--- src/rtl/max_serial_acc_if.sv ---
// max_serial_acc_if: sample-in / result-out handshake bundle for max_serial_acc
interface max_serial_acc_if #(
    parameter int WIDTH = 16,
    parameter int IDX_W = 3
);
    logic             in_valid;
    logic             in_ready;
    logic [WIDTH-1:0] in_data;
    logic             out_valid;
    logic             out_ready;
    logic [WIDTH-1:0] out_max;
    logic [IDX_W-1:0] out_idx;
    logic             busy;
    modport slave (
        input  in_valid, in_data, out_ready,
        output in_ready, out_valid, out_max, out_idx, busy
    );
    modport master (
        output in_valid, in_data, out_ready,
        input  in_ready, out_valid, out_max, out_idx, busy
    );
endinterface

--- src/rtl/max_serial_acc.sv ---
// max_serial_acc: nibble-serial running-maximum over FRAME_LEN samples; MAX_SERIAL_ACC_SIGNED_EN selects two's-complement compare
module max_serial_acc #(
    parameter int WIDTH     = 16,
    parameter int FRAME_LEN = 8,
    parameter int IDX_W     = 3
) (
    input logic             clk,
    input logic             rst_n,
    max_serial_acc_if.slave bus
);
    localparam int NIB = WIDTH / 4;
    localparam int PW = NIB > 1 ? $clog2(NIB) : 1;
    localparam logic [PW-1:0] LAST_NIB = PW'(NIB - 1);
    localparam logic [IDX_W-1:0] LAST_CNT = IDX_W'(FRAME_LEN - 1);

    typedef enum logic [1:0] {IDLE, COMPARE, OUTPUT} state_t;

    state_t           state_q, state_d;
    logic [IDX_W-1:0] cnt_q, cnt_d, idx_q, idx_d;
    logic [WIDTH-1:0] max_q, max_d, op_q, op_d;
    logic [PW-1:0]    ptr_q, ptr_d;
    logic             carry_q, carry_d;
    logic [3:0]       a, m, flip;
    logic             last_nib, lt;

    assign bus.in_ready  = state_q == IDLE;
    assign bus.out_valid = state_q == OUTPUT;
    assign bus.busy      = state_q != IDLE;
    assign bus.out_max   = max_q;
    assign bus.out_idx   = idx_q;

    // current nibble pair and chained "max < operand" bit, LSB nibble first
    always_comb begin
        last_nib = ptr_q == LAST_NIB;
`ifdef MAX_SERIAL_ACC_SIGNED_EN
        flip = {last_nib, 3'b000};
`else
        flip = 4'b0000;
`endif
        a  = 4'(op_q >> {ptr_q, 2'b00}) ^ flip;
        m  = 4'(max_q >> {ptr_q, 2'b00}) ^ flip;
        lt = (m < a) | ((m == a) & carry_q);
    end

    // next-state: accept, serial compare, result hold
    always_comb begin
        state_d = state_q;
        cnt_d   = cnt_q;
        idx_d   = idx_q;
        max_d   = max_q;
        op_d    = op_q;
        ptr_d   = ptr_q;
        carry_d = carry_q;
        case (state_q)
            IDLE: if (bus.in_valid) begin
                if (cnt_q == '0) begin
                    max_d   = bus.in_data;
                    idx_d   = '0;
                    cnt_d   = IDX_W'(1);
                    state_d = (LAST_CNT == '0) ? OUTPUT : IDLE;
                end else begin
                    op_d    = bus.in_data;
                    carry_d = 1'b0;
                    ptr_d   = '0;
                    state_d = COMPARE;
                end
            end
            COMPARE: begin
                carry_d = lt;
                ptr_d   = ptr_q + 1'b1;
                if (last_nib) begin
                    max_d   = lt ? op_q : max_q;
                    idx_d   = lt ? cnt_q : idx_q;
                    cnt_d   = cnt_q + 1'b1;
                    state_d = (cnt_q == LAST_CNT) ? OUTPUT : IDLE;
                end
            end
            OUTPUT: if (bus.out_ready) begin
                cnt_d   = '0;
                state_d = IDLE;
            end
            default: state_d = IDLE;
        endcase
    end

    // state registers, async reset aborts any frame in progress
    always_ff @(posedge clk or negedge rst_n) begin
        if (!rst_n) begin
            state_q <= IDLE;
            cnt_q   <= '0;
            idx_q   <= '0;
            max_q   <= '0;
            op_q    <= '0;
            ptr_q   <= '0;
            carry_q <= 1'b0;
        end else begin
            state_q <= state_d;
            cnt_q   <= cnt_d;
            idx_q   <= idx_d;
            max_q   <= max_d;
            op_q    <= op_d;
            ptr_q   <= ptr_d;
            carry_q <= carry_d;
        end
    end
endmodule
--- src/flat_wrapper.sv ---
// flat-port wrapper written by rule: the top's interface ports become plain ports
module max_serial_acc_flat 
#(
    parameter int WIDTH     = 16,
    parameter int FRAME_LEN = 8,
    parameter int IDX_W     = 3
)
  (clk, rst_n, bus_in_valid, bus_in_data, bus_out_ready, bus_in_ready, bus_out_valid, bus_out_max, bus_out_idx, bus_busy);
  max_serial_acc_if #(.WIDTH(WIDTH), .IDX_W(IDX_W)) bus_i ();
  input logic clk;
  input logic rst_n;
  input wire logic [$bits(bus_i.in_valid)-1:0] bus_in_valid;
  input wire logic [$bits(bus_i.in_data)-1:0] bus_in_data;
  input wire logic [$bits(bus_i.out_ready)-1:0] bus_out_ready;
  output wire logic [$bits(bus_i.in_ready)-1:0] bus_in_ready;
  output wire logic [$bits(bus_i.out_valid)-1:0] bus_out_valid;
  output wire logic [$bits(bus_i.out_max)-1:0] bus_out_max;
  output wire logic [$bits(bus_i.out_idx)-1:0] bus_out_idx;
  output wire logic [$bits(bus_i.busy)-1:0] bus_busy;
  assign bus_i.in_valid = bus_in_valid;
  assign bus_i.in_data = bus_in_data;
  assign bus_i.out_ready = bus_out_ready;
  assign bus_in_ready = bus_i.in_ready;
  assign bus_out_valid = bus_i.out_valid;
  assign bus_out_max = bus_i.out_max;
  assign bus_out_idx = bus_i.out_idx;
  assign bus_busy = bus_i.busy;
  max_serial_acc #(.WIDTH(WIDTH), .FRAME_LEN(FRAME_LEN), .IDX_W(IDX_W)) u_core (.clk(clk), .rst_n(rst_n), .bus(bus_i));
endmodule
--- config.mk ---
export PLATFORM = sky130hd
export DESIGN_NAME = max_serial_acc_flat
export DESIGN_NICKNAME = d
export VERILOG_FILES = /design/src/rtl/max_serial_acc_if.sv /design/src/rtl/max_serial_acc.sv /design/src/flat_wrapper.sv
export SDC_FILE = /design/constraint.sdc
export NUM_CORES = 1
export LEC_CHECK = 0
export ABC_AREA = 1
export BUFFER_PORTS_ARGS = -buffer_cell sky130_fd_sc_hd__buf_2
export CORE_MARGIN = 5
export CORE_UTILIZATION = 59
export DETAILED_ROUTE_END_ITERATION = 10
export PLACE_DENSITY = 0.8
export SETUP_SLACK_MARGIN = 0.2
export SKIP_LAST_GASP = 1
export SLEW_MARGIN = 25
export SYNTH_ARGS = -nofsm -noshare
export SYNTH_HDL_FRONTEND = slang
export SYNTH_SLANG_ARGS = --single-unit
--- constraint.sdc ---
create_clock -name clk -period 6.1 [get_ports clk]
set_input_delay 0.915 -clock clk [delete_from_list [all_inputs] [get_ports clk]]
set_output_delay 0.915 -clock clk [all_outputs]
set_load 0.05 [all_outputs]
==> impl_metrics.json <==
{
  "hpwlAfterDp_um": 3900,
  "numPortBuffers": 41,
  "synthTopCellsByArea": "dfrtp_1, nand2_1, o21ai_0, ha_1, inv_1",
  "gp_congestion": 0.894,
  "cts_resized": 0,
  "cts.sinks": 43,
  "setup_viol": 0,
  "finalCriticalPeriod_ns": 3.37,
  "finalHoldViolations": 0,
  "core_area_um2": 3970,
  "fp.dieArea_um2": 5430,
  "synth_edf_count": 0,
  "drive_above_1_share_pct": 15.1,
  "timing.final.max_slew_violations": 0,
  "worstPathMaxFanout": 20,
  "synth-main-ff-cell": "dfrtp_1",
  "final_nets": 381,
  "path_clk_slew_ns": 0.08,
  "io_pins": 42,
  "syn_to_final_growth_pct": 10.9,
  "yosysMostFrequentCell": "nand2_1",
  "ys_seq_area_share_pct": 45.0,
  "synth_commonest_cells": "nand2_1, o21ai_0, dfrtp_1",
  "grt_usage_pct": 21.1,
  "hp-class": "flop to flop",
  "drt_iter0_drc": 163,
  "maxSlewHeadroom_pct": 39.2,
  "cts_buffers": 5,
  "worst_setup_path_start_kind": "flop",
  "tns_ns": 0,
  "synth_seq_cells": 43,
  "rsz0062_at_grt": "no",
  "clock_skew_ns": 0.00756,
  "yosysWarnings": 0,
  "synth_area_um2": 2390,
  "worst_slack_ns": 2.73,
  "firstDrtPassIters": 5,
  "fp.dieW_um": 73.7,
  "avgRoutedWirePerCell_um": 13.0,
  "cts_setup_buffers": 0,
  "num_antenna_cells": 0,
  "clock-root-buffer": "clkbuf_8",
  "cp.required_ns": 6.33,
  "gr-total-overflow": 0,
  "vias": 2121,
  "syn_nets": 348,
  "grt_pass1_wl_um": 8880,
  "cp-end-kind": "flop",
  "arrival_ns": 3.60,
  "min_delay_path_depth": 2,
  "dpl_worst_slack_ns": 2.79,
  "htreeDepth": 2,
  "initial_core_util_pct": 60.3,
  "max-cap-violations": 0,
  "rr_worst_depth": 12,
  "cts-hold-fix-buffers": 0,
  "synth.top_cell.area_share_pct": 45.0,
  "row_count": 23,
  "grt_antenna_before_repair": 0,
  "wirelength_um": 5220,
  "ys_types": 20,
  "status": "finished clean",
  "grt_max_degree": 44,
  "crit_type": "flop to flop",
  "synthArstFlopShare_pct": 100,
  "syn_avg_cell_area_um2": 7.55,
  "routed_via_density": 5.29,
  "finalCritPeriodShare_pct": 55.2,
  "cts_tree": "yes",
  "chipHeight_um": 73.7,
  "drc_errors": 0,
  "yosysTopAreaCell": "dfrtp_1",
  "grt_pass1_vias": 1941,
  "clockBufferDepth": 2,
  "max_freq_mhz": 297,
  "netlist_instances": 317,
  "ant_nets": 0,
  "insertion_delay_ns": 0.29,
  "tightest_slew_ns": 0.909
}
-- cells in the final DEF (no fill, tap or decap), types with 2 or more instances in the layout --
cell type  instances
buf_4              2
nand2_1          108
nand2_2            2
ha_1              11
nand3_1           24
clkbuf_1           2
a32o_1             4
inv_1             35
a21oi_1            7
dfrtp_1           43
clkbuf_8           5
buf_2             40
nor2_1            11
o22ai_1            4
o21ai_0           47
-- state kept, by name (all words and copies together) (netlist names) --
register            cells
u_core.bus.out_idx      3
u_core.state_q          2
u_core.bus.out_max     16
u_core.cnt_q            3
u_core.carry_q          1
u_core.ptr_q            2
u_core.op_q            16
-- worst paths after layout --
path | start | to | slack [ns]
worst max-delay path | u_core.ptr_q[0] | u_core.bus.out_max[11] | 2.73
worst min-delay path | u_core.bus.out_idx[2] | u_core.bus.out_idx[2] | 0.47
worst max register to register | u_core.ptr_q[0] | u_core.bus.out_max[11] | 2.73
worst min register to register | u_core.bus.out_idx[2] | u_core.bus.out_idx[2] | 0.47
max in group asynchronous | rst_n | u_core.carry_q | 5.13
min in group asynchronous | rst_n | u_core.op_q[10] | 0.60
-- cells by family after synthesis --
family	share of synthesized area, %
and+or+nand+nor	25.4
AOI/OAI and AO/OA	14.0
buffers and inverters	9.88
DFF	45.0
adders and majority gates	5.75
-- critical path, stage by stage, from the launching register on --
cell      delay (ns)
dfrtp_1         0.66
clkinv_1        0.51
o21ai_0         0.31
o22ai_1         0.11
ha_1            0.30
nand2_1         0.05
inv_1           0.06
nand2_1         0.05
nand2_1         0.06
nand3_1         0.57
nand2_4         0.45
nand2_1         0.10
nand2_1         0.07
-- metrics by stage --
stage / area, um2 / utilization (%) / cells / hold WS [ns]
3_5_place_dp: 2570 / 64.7 / 393 / 0.459
4_1_cts: 2650 / 66.8 / 401 / 0.478
2_1_floorplan: 2390 / - / 317 / 0.449
6_report: 2660 / 66.9 / 401 / 0.472
3_3_place_gp: 2570 / 64.7 / 393 / 0.476
5_1_grt: 2660 / 66.9 / 401 / 0.510
-- area by class of cell --
cell class	instances	area [um2]
clock buffers	7	76.3
flip-flops and latches	43	1080
clock inverters	1	5.00
well taps	50	62.6
inverters	37	139
multi-input cells	221	1080
repair buffers	42	215
fillers	353	1320
-- per-layer routing --
metal	GRT usage, %	routed length, um
met1	29.8	2460
met4	5.43	39
met2	32.7	2360
met3	4.92	365
met5	0	0
Power is not shown: default switching activity piles up to over one toggle a cycle in this logic, so the estimate is an artifact.
